<file path="config.mk">
export PLATFORM = sky130hd
export DESIGN_NAME = multiplicacion
export DESIGN_NICKNAME = d
export VERILOG_FILES = /design/src/rtl/multiplicacion.sv
export SDC_FILE = /design/constraint.sdc
export NUM_CORES = 1
export LEC_CHECK = 0
export CORE_MARGIN = 2
export CORE_UTILIZATION = 60
export DETAILED_ROUTE_END_ITERATION = 10
export PLACE_DENSITY = 0.79
export SLEW_MARGIN = 5
export SYNTH_ARGS = -nofsm -noshare
export SYNTH_HDL_FRONTEND = slang
export SYNTH_SLANG_ARGS = --single-unit
</file>
<file path="constraint.sdc">
create_clock -name clk -period 8.7 [get_ports clk]
set_input_delay 1.74 -clock clk [delete_from_list [all_inputs] [get_ports clk]]
set_output_delay 1.74 -clock clk [all_outputs]
set_load 0.01 [all_outputs]
</file>
<file path="src/rtl/multiplicacion.sv">
// Signed fixed-point WIDTH x WIDTH multiplier with rounding rescale, overflow flag and 2-cycle latency.
// Define MULT_SAT_EN to clamp overflowing results instead of wrapping them.
module multiplicacion #(
  parameter int unsigned WIDTH     = 16,
  parameter int unsigned FRAC_BITS = 0
) (
  input  logic             clk,
  input  logic             rst,
  input  logic             in_valid,
  input  logic [WIDTH-1:0] a,
  input  logic [WIDTH-1:0] b,
  output logic [WIDTH-1:0] sal,
  output logic             out_valid,
  output logic             ovf
);

  localparam int unsigned ExtW        = 2 * WIDTH + 1;
  localparam int unsigned RoundShift  = (FRAC_BITS > 0) ? FRAC_BITS - 1 : 0;
  localparam logic [ExtW-1:0] RoundInc =
      (FRAC_BITS > 0) ? (ExtW'(1) << RoundShift) : '0;

  logic signed [WIDTH-1:0]   a_q, b_q;
  logic                      valid_q;
  logic signed [2*WIDTH-1:0] prod;
  logic signed [ExtW-1:0]    prod_ext, rounded, shifted;
  logic                      ovf_d;
  logic [WIDTH-1:0]          sal_d;
  logic [WIDTH-1:0]          sal_q;
  logic                      out_valid_q, ovf_q;

  always_ff @(posedge clk) begin
    if (rst) begin
      a_q     <= '0;
      b_q     <= '0;
      valid_q <= 1'b0;
    end else begin
      a_q     <= a;
      b_q     <= b;
      valid_q <= in_valid;
    end
  end

  always_comb begin
    prod     = a_q * b_q;
    // One extra bit so the rounding increment cannot wrap the full product.
    prod_ext = {prod[2*WIDTH-1], prod};
    rounded  = prod_ext + $signed(RoundInc);
    shifted  = rounded >>> FRAC_BITS;
    // In range only if every bit from the result sign upwards agrees.
    ovf_d    = !((&shifted[ExtW-1:WIDTH-1]) || !(|shifted[ExtW-1:WIDTH-1]));
`ifdef MULT_SAT_EN
    if (ovf_d) begin
      sal_d = shifted[ExtW-1] ? {1'b1, {(WIDTH-1){1'b0}}} : {1'b0, {(WIDTH-1){1'b1}}};
    end else begin
      sal_d = shifted[WIDTH-1:0];
    end
`else
    sal_d = shifted[WIDTH-1:0];
`endif
  end

  always_ff @(posedge clk) begin
    if (rst) begin
      sal_q       <= '0;
      out_valid_q <= 1'b0;
      ovf_q       <= 1'b0;
    end else begin
      out_valid_q <= valid_q;
      ovf_q       <= valid_q & ovf_d;
      if (valid_q) begin
        sal_q <= sal_d;
      end
    end
  end

  assign sal       = sal_q;
  assign out_valid = out_valid_q;
  assign ovf       = ovf_q;

endmodule

</file>
==> results.tsv, run 1 <==
stage	metric	value	unit
floorplan	ioPinCount	53	
power_and_ir_drop	peakVddDrop	0.0001873	V
power_and_ir_drop	leakage	5.230	nW
sta	worst_slew_pin_slew	911.3	ps
synthesis	synthFlopType	dfxtp_1	
finish	synthToLayoutAreaGrowth	6.643	%
placement	hpwl	21.19	mm
global_routing	grt_pass1_vias	8656	
clock_network	cts_tree	built	
sta	skew	10.16	ps
worst_setup_path	arrival	7590	ps
synthesis	synth_area_leaders	fa_1, ha_1, dfxtp_1	
placement	portBuffers	52	
global_routing	globalRouteMet3Util	3.634	%
sta	tns	0	ps
synthesis	yosys.area.top_type	fa_1	
finish	fillers	1498	
global_routing	grt_remaining_overflow	0	
drt	wl_per_cell	17.28	µm
clock_network	clk_path_buf_depth	2	
power_and_ir_drop	fin_total_pwr	2.045	mW
clock_network	clkLatencyLatePin	300	ps
clock_network	h-tree-depth	2	
sta	slew_violations	0	
sta	fmax	134.1	MHz
synthesis	synth.avg_cell_area	9.448	µm²
floorplan	die_h	142.2	µm
synthesis	synth_compound_area_share	5.868	%
synthesis	synth_top_family_by_area	adder cells	
synthesis	synth_fa_ha_area_share	54.76	%
global_routing	grt_max_degree	52	
floorplan	design.core.area	18710	µm²
global_routing	top_usage_layer	met2	
global_routing	grt_util_met1	40.89	%
finish	final_nets	1606	
worst_setup_path	required	8840	ps
synthesis	yosys.area_share.simple	16.64	%
synthesis	async_flop_share	0	%
job	max_cap_violations	0	
finish	final_cell_mix	fa_1, inv_1, nand2_1, and2_1, ha_1	
finish	final_common_cell	fa_1	
drt	firstDrtPassIters	5	
outcome	status	finished clean	
synthesis	synth-xor-area-share	2.371	%
drt	antenna_left	0	
sta	rsz0062_at_grt	no	
sta	min_period	7455	ps
worst_setup_path	worst-r2r-cell-count	23	
clock_network	clkTransAtPathRegs	80	ps
synthesis	synth_cell_types	55	
drt	viasPerCell	5.473	
clock_network	clock-sinks	51	
worst_setup_path	start_kind	flop	
drt	vias	8002	
finish	drive_gt1_share	1.466	%
sta	finalCritPeriodShare	85.69	%
drt	drt-initial-drc-count	645	
clock_network	post_cts_resized	0	
worst_setup_path	critPathKind	reg -> reg	
synthesis	synth_seq_area_share	8.916	%
global_routing	grt_usage	27.38	%
drt	wl	25.27	mm
synthesis	synthMuxAreaShare	1.311	%
clock_network	cts_hold_buffers	0	
floorplan	dieArea	20210	µm²
synthesis	synth_edf_count	0	
floorplan	start_util	61.22	%
finish	final_area	12210	µm²
worst_setup_path	crit_path_end_kind	flop	
sta	whs	479.0	ps
global_routing	grt_pass1_wl	43.53	mm
clock_network	root_buffer	clkbuf_16	
sta	setup_ws	1245	ps
synthesis	synth.top_cell.area_share	45.80	%
floorplan	die-width	142.2	µm
sta	finalSetupViolCount	0	
synthesis	synth_nets	1591	
clock_network	post_cts_buffers	0	
synthesis	syn_inst	1212	
sta	max-slew-margin-rel	39.17	%
worst_setup_path	crit_path_max_fanout	16	
global_routing	met2_usage	43.96	%
sta	hold_viol	0	
global_routing	antenna_found_initial	0	
placement	place.gp.congestion	0.9376	
worst_hold_path	min_delay_path_depth	2	
power_and_ir_drop	power_density	167.5	nW/µm²
clock_network	numCtsBuffers	5	
finish	antenna_cells	0	
synthesis	synth_seq_cells	51	
placement	pre_cts_ws	1358	ps
placement	placed_area	12060	µm²
drt	drc	0	
worst_hold_path	hold_path.class	reg -> reg	
synthesis	ys.warnings.count	0	
floorplan	rows	50	
synthesis	syn_area	11450	µm²
==> registers in the layout, summed over array words and instances (netlist names) <==
register and cells:
valid_q 1, ovf 1, b_q 16, out_valid 1, sal 16, a_q 16
==> Yosys cell counts, types with 2 or more instances <==
library cell,n
and2_1,111
nor3_1,6
inv_1,255
a211o_1,3
clkbuf_1,37
nand2b_1,15
mux2i_1,15
buf_6,3
o21ai_0,17
xnor2_1,24
fa_1,262
nor2_1,38
nor2b_1,35
dfxtp_1,51
a211oi_2,2
a211oi_1,3
o21a_1,5
a311oi_1,2
nand4_1,6
o221ai_1,2
nand2_1,144
a21o_1,12
or3_1,4
o2111ai_1,2
a31oi_1,6
a2111oi_0,2
o211ai_1,4
nand3_1,7
ha_1,82
a21oi_1,25
xor2_1,7
or4_1,2
==> worst max-delay path, stage by stage, from the launching register on <==
cell and delay, ps:
dfxtp_1 770, nand2_1 210, fa_1 550, fa_1 550
inv_1 50, fa_1 510, inv_1 60, fa_1 540
inv_1 50, fa_1 480, inv_1 50, fa_1 480
inv_1 40, ha_1 400, nand2_1 70, a21oi_1 210
a221oi_4 130, a2111oi_0 650, nor2_1 150, xor2_1 260
o2111ai_1 150, or4_1 570, nor4b_2 270, a2111oi_1 80
==> cell families (layout without fill, tap and decap cells) <==
| group | Yosys count | in the layout |
|---|---|---|
| simple gates | 376 | 376 |
| buf+inv | 299 | 315 |
| mux | 15 | 15 |
| compound gates | 96 | 96 |
| flops | 51 | 51 |
| fa+ha+maj | 344 | 344 |
| xor+xnor | 31 | 31 |
==> routing by layer <==
layer  wire, µm  share of wire, %
met2      11950                47
met3       1926               7.6
met4        273               1.1
met1      11110                44
met5          0                 0
==> where the power goes <==
part,leakage [nW],switching (mW),internal [mW]
clock,0.0731,0.102,0.116
combinational,4.74,0.884,0.642
sequential,0.422,0.0505,0.250
==> cell type report <==
class                   instances  area [µm²]  share of cell area, %
repair buffers                 52       515.5                  4.221
clock inverters                 2       16.27                 0.1332
inverters                     255       957.2                  7.838
clock buffers                   6       138.9                  1.137
well taps                     234       292.8                  2.398
multi-input cells             862        9270                  75.91
flip-flops and latches         51        1021                  8.361
==> path summary, 6_finish.rpt <==
path	startpoint	end	slack, ps
setup reg to reg	b_q[1]	ovf	1240
hold reg to reg	sal[0]	sal[0]	480
setup / recovery	b_q[1]	ovf	1240
hold / removal	sal[0]	sal[0]	480
==> per-stage QoR <==
| stage | instances | utilization (%) |
|---|---|---|
| 2_1_floorplan | 1212 | - |
| 3_5_place_dp | 1454 | 64.45 |
| 4_1_cts | 1462 | 65.28 |
| 6_report | 1462 | 65.28 |
| 5_1_grt | 1462 | 65.28 |
| 3_3_place_gp | 1454 | 64.45 |
Note: power is estimated with default switching activity, not from simulation.
==> inputs of run 2 (changes only) <==
SETUP_SLACK_MARGIN = 0.15   (was default)
TNS_END_PERCENT = 30   (was default)
==> results of run 2 <==
The final DEF is identical to that of run 1; final timing and power are the same.
==> inputs of run 3 (changes only) <==
TNS_END_PERCENT = default   (was 30)
==> results of run 3 <==
The final DEF is identical to that of run 1; final timing and power are the same.
